## src/rtl/axis_rr_arbiter.sv

```systemverilog
// axis_rr_arbiter: packet-aware round-robin arbiter sharing one AXI-Stream sink among NUM_SRC sources.
// Define AXIS_ARB_STATS_EN to add per-source completed-packet counters on pkt_cnt.
//
//   state | meaning
//   IDLE  | no grant held; pick next requester round-robin from last_gnt+1
//   XFER  | grant held on gnt, beats pass through until its TLAST is accepted
module axis_rr_arbiter #(
  parameter int NUM_SRC = 4,
  parameter int DATA_W  = 8,
  parameter int CNT_W   = 16,
  localparam int ID_W   = (NUM_SRC > 1) ? $clog2(NUM_SRC) : 1
) (
  input  logic                      s_aclk,
  input  logic                      s_resetn,
  input  logic [NUM_SRC-1:0]        s_tvalid,
  input  logic [NUM_SRC*DATA_W-1:0] s_tdata,
  input  logic [NUM_SRC-1:0]        s_tlast,
  output logic [NUM_SRC-1:0]        s_tready,
  output logic                      m_tvalid,
  output logic [DATA_W-1:0]         m_tdata,
  output logic                      m_tlast,
  output logic [ID_W-1:0]           m_tid,
  input  logic                      m_tready,
  output logic                      busy
`ifdef AXIS_ARB_STATS_EN
  ,
  output logic [NUM_SRC*CNT_W-1:0]  pkt_cnt
`endif
);

  typedef enum logic {IDLE = 1'b0, XFER = 1'b1} state_t;

  state_t            state, state_nxt;
  logic [ID_W-1:0]   gnt, gnt_nxt;
  logic [ID_W-1:0]   last_gnt, last_gnt_nxt;
  logic [ID_W-1:0]   winner;
  logic              sel_valid;
  logic              sel_last;
  logic [DATA_W-1:0] sel_data;
  logic              pkt_end;

  // Scan from the farthest offset down so the nearest requester after last_gnt wins.
  always_comb begin : rr_pick
    int idx;
    idx    = 0;
    winner = '0;
    for (int k = NUM_SRC; k >= 1; k--) begin
      idx = (int'(last_gnt) + k) % NUM_SRC;
      if (s_tvalid[idx[ID_W-1:0]]) winner = idx[ID_W-1:0];
    end
  end

  always_comb begin : gnt_mux
    sel_valid = 1'b0;
    sel_last  = 1'b0;
    sel_data  = '0;
    for (int i = 0; i < NUM_SRC; i++) begin
      if (gnt == ID_W'(i)) begin
        sel_valid = s_tvalid[i];
        sel_last  = s_tlast[i];
        sel_data  = s_tdata[i*DATA_W +: DATA_W];
      end
    end
  end

  always_comb begin : fsm_comb
    state_nxt    = state;
    gnt_nxt      = gnt;
    last_gnt_nxt = last_gnt;
    s_tready     = '0;
    m_tvalid     = 1'b0;
    m_tdata      = '0;
    m_tlast      = 1'b0;
    m_tid        = gnt;
    busy         = 1'b0;
    pkt_end      = 1'b0;
    case (state)
      IDLE: begin
        if (|s_tvalid) begin
          gnt_nxt   = winner;
          state_nxt = XFER;
        end
      end
      XFER: begin
        busy     = 1'b1;
        m_tvalid = sel_valid;
        m_tdata  = sel_data;
        m_tlast  = sel_last;
        for (int i = 0; i < NUM_SRC; i++) begin
          if (gnt == ID_W'(i)) s_tready[i] = m_tready;
        end
        if (sel_valid && m_tready && sel_last) begin
          pkt_end      = 1'b1;
          state_nxt    = IDLE;
          last_gnt_nxt = gnt;
        end
      end
      default: state_nxt = IDLE;
    endcase
    // Outputs are forced quiet while reset is held, even before the first reset edge lands.
    if (!s_resetn) begin
      s_tready = '0;
      m_tvalid = 1'b0;
      m_tdata  = '0;
      m_tlast  = 1'b0;
      m_tid    = '0;
      busy     = 1'b0;
      pkt_end  = 1'b0;
    end
  end

  always_ff @(posedge s_aclk) begin
    if (!s_resetn) begin
      state    <= IDLE;
      gnt      <= '0;
      last_gnt <= ID_W'(NUM_SRC - 1);
    end else begin
      state    <= state_nxt;
      gnt      <= gnt_nxt;
      last_gnt <= last_gnt_nxt;
    end
  end

`ifdef AXIS_ARB_STATS_EN
  always_ff @(posedge s_aclk) begin
    if (!s_resetn) begin
      pkt_cnt <= '0;
    end else begin
      for (int i = 0; i < NUM_SRC; i++) begin
        if (pkt_end && gnt == ID_W'(i))
          pkt_cnt[i*CNT_W +: CNT_W] <= pkt_cnt[i*CNT_W +: CNT_W] + CNT_W'(1);
      end
    end
  end
`endif

endmodule

```

## config.mk

```make
export PLATFORM = sky130hd
export DESIGN_NAME = axis_rr_arbiter
export DESIGN_NICKNAME = d
export VERILOG_FILES = /design/src/rtl/axis_rr_arbiter.sv
export SDC_FILE = /design/constraint.sdc
export NUM_CORES = 1
export LEC_CHECK = 0
export CAP_MARGIN = 20
export CORE_UTILIZATION = 36
export CTS_BUF_LIST = sky130_fd_sc_hd__clkbuf_2
export DETAILED_ROUTE_END_ITERATION = 6
export GPL_TIMING_DRIVEN = 0
export PLACE_DENSITY_LB_ADDON = 0.25
export SETUP_SLACK_MARGIN = 0.1
export SYNTH_ARGS = -nofsm -noshare
export SYNTH_HDL_FRONTEND = slang
export SYNTH_SLANG_ARGS = --single-unit
export TNS_END_PERCENT = 50
```

## constraint.sdc

```tcl
create_clock -name s_aclk -period 3.55 [get_ports s_aclk]
set_input_delay 0.71 -clock s_aclk [delete_from_list [all_inputs] [get_ports s_aclk]]
set_output_delay 0.71 -clock s_aclk [all_outputs]
set_load 0.01 [all_outputs]
```

After elaboration in Yosys (flattened, before gate mapping)
Cells that the tools add are included.

operators by class
  $add $sub $neg = 4
  bitwise operators = 1
  equality and inequality tests = 3
  reduce and logical (&&, ||, !) cells = 6
  order comparisons = 4
  mux-type cells = 42

operator list
  operator               number
  $mux W8                6
  $mux W1                24
  $lt A2 B3 Y1 const B   4
  $mux W2                5
  $bmux W1 S2            4
  $mux W4                2
  $add A2 B1 Y2 const B  2
  $add A2 B2 Y2 const B  2
  $eq A2 B2 Y1 const B   2
  $reduce_and A2 Y1      2
  $reduce_or A4 Y1       1
  $eq A2 B1 Y1 const B   1
  $logic_and A1 B1 Y1    2
  $logic_not A2 Y1       1
  $pmux W1 S2            1
  $not A1 Y1             1

word-level totals
  register bits after elaboration = 5
  word-level logic and storage cells = 63
  output and inout bits = 17
  input port bits = 43

Logic depth before layout (Yosys ltp)
  depth in word-level cells = 9
  mapped depth = 5
  mapped depth without buffers = 4

Worst setup path before layout
No wires, ideal clock.

  path kind = input port to output port
  from = input port s_tlast[3]
  to = output port m_tlast
  buffers on the path = 0
  data arrival time = 1.381 ns
  slack = 1.459 ns
  stages on the path = 2
  data required time = 2.840 ns
  path through = mux4_2 -> and2_2

on the way
  word-level cells in the longest chain between the ends = 3

ends and longest elaborated chain
  what                line  source
  start: declaration  17    input logic [NUM_SRC-1:0] s_tlast,
  $mux W1             58    if (gnt == ID_W'(i)) begin
  $mux W1             77    case (state)
  $mux W1             101   if (!s_resetn) begin
  end: declaration    21    output logic m_tlast,

No other way between the ends.

Worst setup path after layout
  from = input port s_resetn
  to = output port m_tlast

on the way
  word-level cells in the longest chain between the ends = 1

ends and longest elaborated chain
  what                line  source
  start: declaration  14    input logic s_resetn,
  $mux W1             101

No other way between the ends.

==> summary.txt <==
Place
  – HPWL Detailed: 1894 um
  – Buffers on Ports: 59
  – Gpl congestion: 0.8752
  – Placed cell area: 1349 um^2

Synthesis
  – Syn Area/Cell: 9.693 um^2
  – Synth top area share: 0.2530
  – Mapped cell area: 726.9 um^2
  – Most frequent cell after synthesis: and2_1
  – Seq cells post-synth: 5
  – Number of synthesized flops with an enable pin: 0
  – Gate Count Post-Synth: 75
  – Async SR Flop Fraction: 0
  – Synth warn: 0
  – Number of distinct library cells after synthesis: 30
  – Area leader, netlist: mux4_1
  – Net Count, Synth: 118
  – Synth Flop Type: dfxtp_1
  – Top cells by area, synth: mux4_1 25%, dfxtp_1 14%, and2_1 9.5%, mux4_2 6.2%, mux2i_1 5.5%
  – Synth top cells by count: 11 x and2_1, 7 x mux4_1, 6 x nand2_1
  – Seq/Total Area, Yosys: 0.1377

Cells and area
  – Synth-to-layout area growth: 88.30%
  – Final nets: 182
  – Layout cells sized above 1: 0.1232
  – Ant diodes: 0
  – Final Cell Area: 1369 um^2

Worst setup path
  – Startpoint types: input port
  – CP peak stage delay: 0.58 ns
  – Worst Setup SP: s_resetn
  – Most frequent CP cell: clkdlybuf4s50_1
  – Worst R2R Start: gnt[0]
  – Worst setup EP type: primary output
  – Crit path max-delay family: buffers and inverters
  – CP Class: in2out
  – Slowest CP cell: clkdlybuf4s50_1
  – WP buf/inv: 3
  – Crit path max fanout: 10
  – Worst EP arrival: 2.58 ns
  – Worst Path Required: 2.84 ns
  – CP Cell Sequence: clkdlybuf4s50_1 -> and2_1 -> clkbuf_1 -> and2_2 -> clkdlybuf4s50_1

Route
  – Pre-antenna DRT Iters: 4
  – Routed wire length: 2372 um
  – ANT nets after route: 0
  – Iter 0 DRT Violations: 12
  – DR DRC count: 0
  – Vias: 865
  – Drt wl/cell: 14.55 um
  – Vias per inst: 5.307

CTS
  – Setup bufs post-CTS: 0
  – # hold bufs at CTS: 0
  – Clock Latency Late Sink: 0.22 ns
  – Root Driver: clkbuf_2
  – Total CTS buffers: 3
  – Max Buffers Root-to-Sink: 2
  – CTS tree: done
  – Clock Sinks: 5
  – CTS resizes: 0
  – Register clock-pin slew on the reported worst setup and hold paths: 0.05 ns
  – H-tree depth: 1

STA
  – Final Cycle Share: 0.9258
  – Final setup viols: 0
  – Top achievable clock speed: a little over 300 MHz
  – RSZ-0062 raised after global routing: false
  – Layout Skew: 0.001733 ns
  – Fin Hold WS: 0.5679 ns
  – Final hold viol count: 0
  – Worst-Margin Slew: approximately 0.37 ns
  – Clock period minus worst slack: 3.286 ns
  – Fin. max-slew vios: 0
  – Setup_tns: 0 ns
  – Worst slew margin: 0.7545

Worst hold path
  – HP Class: reg2reg
  – Worst Hold Launch: state

Global routing
  – Global-route met3 utilization: 0.06538
  – GRT Total Usage: 0.2347
  – GR peak layer: met2
  – Met1 usage: 0.2512
  – Vias in the first global route: 837
  – Initial antenna violation count: 0
  – Met2 Use GR: 0.4361
  – First-pass GRT wire length: 3622 um
  – Largest net degree at the start of global routing: 11
  – Global route overflow: 0

Floorplanning
  – Die ar.: 2203 um^2
  – Io pins: 60
  – Initial core utilization: 0.4035
  – Placement row count: 15
  – Chip width: ~47 um
  – Core area: 1802 um^2
  – Die Y: 46.94 um

Power
  – Tot Pwr: 0.2766 mW
  – Pwr/cell area: 202.0 nW/um^2
  – LEAKAGE: 0.5233 nW
  – Peak VDD IR: 0.2116 mV

Run status
  – Status: finished clean

Flow run
  – Max-cap violations: 0
state kept, by name (all words and copies together) (netlist names):
register / count
last_gnt: 2
state: 1
gnt: 2
cell families (layout without fill, tap and decap cells):
| family | count (synthesis) | in the layout | synth area share |
|---|---|---|---|
| simple gates | 35 | 35 | 0.2737 |
| buf+inv | 8 | 71 | 0.08776 |
| compound gates | 13 | 13 | 0.1153 |
| flops | 5 | 5 | 0.1377 |
| mux | 14 | 14 | 0.3855 |
power breakdown:
part / total [mW] / internal (mW) / switching [mW]
logic: 0.161 / 0.106 / 0.0543
clock network: 0.0526 / 0.0298 / 0.0229
registers: 0.0632 / 0.0609 / 0.00236
total: 0.277 / 0.197 / 0.0796
cell type report:
class | instances | area (um^2)
sequential | 5 | 100.1
fill | 130 | 432.9
timing repair buffer | 59 | 590.6
inverter | 2 | 7.507
buffer | 6 | 56.30
clock buffer | 4 | 20.02
tap | 25 | 31.28
multi-input combinational | 62 | 563.0
layer usage:
layer  vias up  wire (um)  share of wire
li1        414          -              -
met1       409        925           0.39
met2        40       1193           0.50
met3         2        226          0.095
met4         0         27          0.011
met5         -          0              0
through the flow:
step                      cells    util  setup WS, ns
after floorplan              75       -         1.459
after global placement      159  0.7486        0.2502
after detailed placement    159  0.7486        0.2336
after CTS                   163  0.7597        0.2280
after global routing        163  0.7597        0.1282
final                       163  0.7597        0.2636
final timing paths:
| check | end | slack (ns) | cells past startpoint |
|---|---|---|---|
| hold reg to reg | state | 0.57 | 2 |
| setup reg to reg | last_gnt[0] | 2.14 | 4 |
| hold / removal | state | 0.57 | 2 |
| setup / recovery | m_tlast | 0.26 | 5 |
cells in the final DEF (no fill, tap or decap), types with 2 or more instances in the layout:
master | Yosys | layout
nor2b_1 | 3 | 3
inv_1 | 2 | 2
mux4_1 | 7 | 7
mux2i_1 | 4 | 4
a21oi_1 | 2 | 2
dfxtp_1 | 5 | 5
buf_6 | 3 | 3
nand2_1 | 6 | 6
nor3_1 | 3 | 3
mux4_2 | 2 | 2
nand3_1 | 2 | 2
and2_1 | 11 | 11
clkbuf_2 | 1 | 5
o21ai_0 | 5 | 5
clkdlybuf4s50_1 | 0 | 59
nor2_1 | 3 | 3
and2b_2 | 2 | 2
worst register-to-register path: stages (launching register included):
cell      delay [ns]
dfxtp_1         0.32
buf_6           0.16
mux4_2          0.53
o21a_2          0.16
o211ai_1        0.16
No activity file was read; power rests on OpenSTA's default activity.
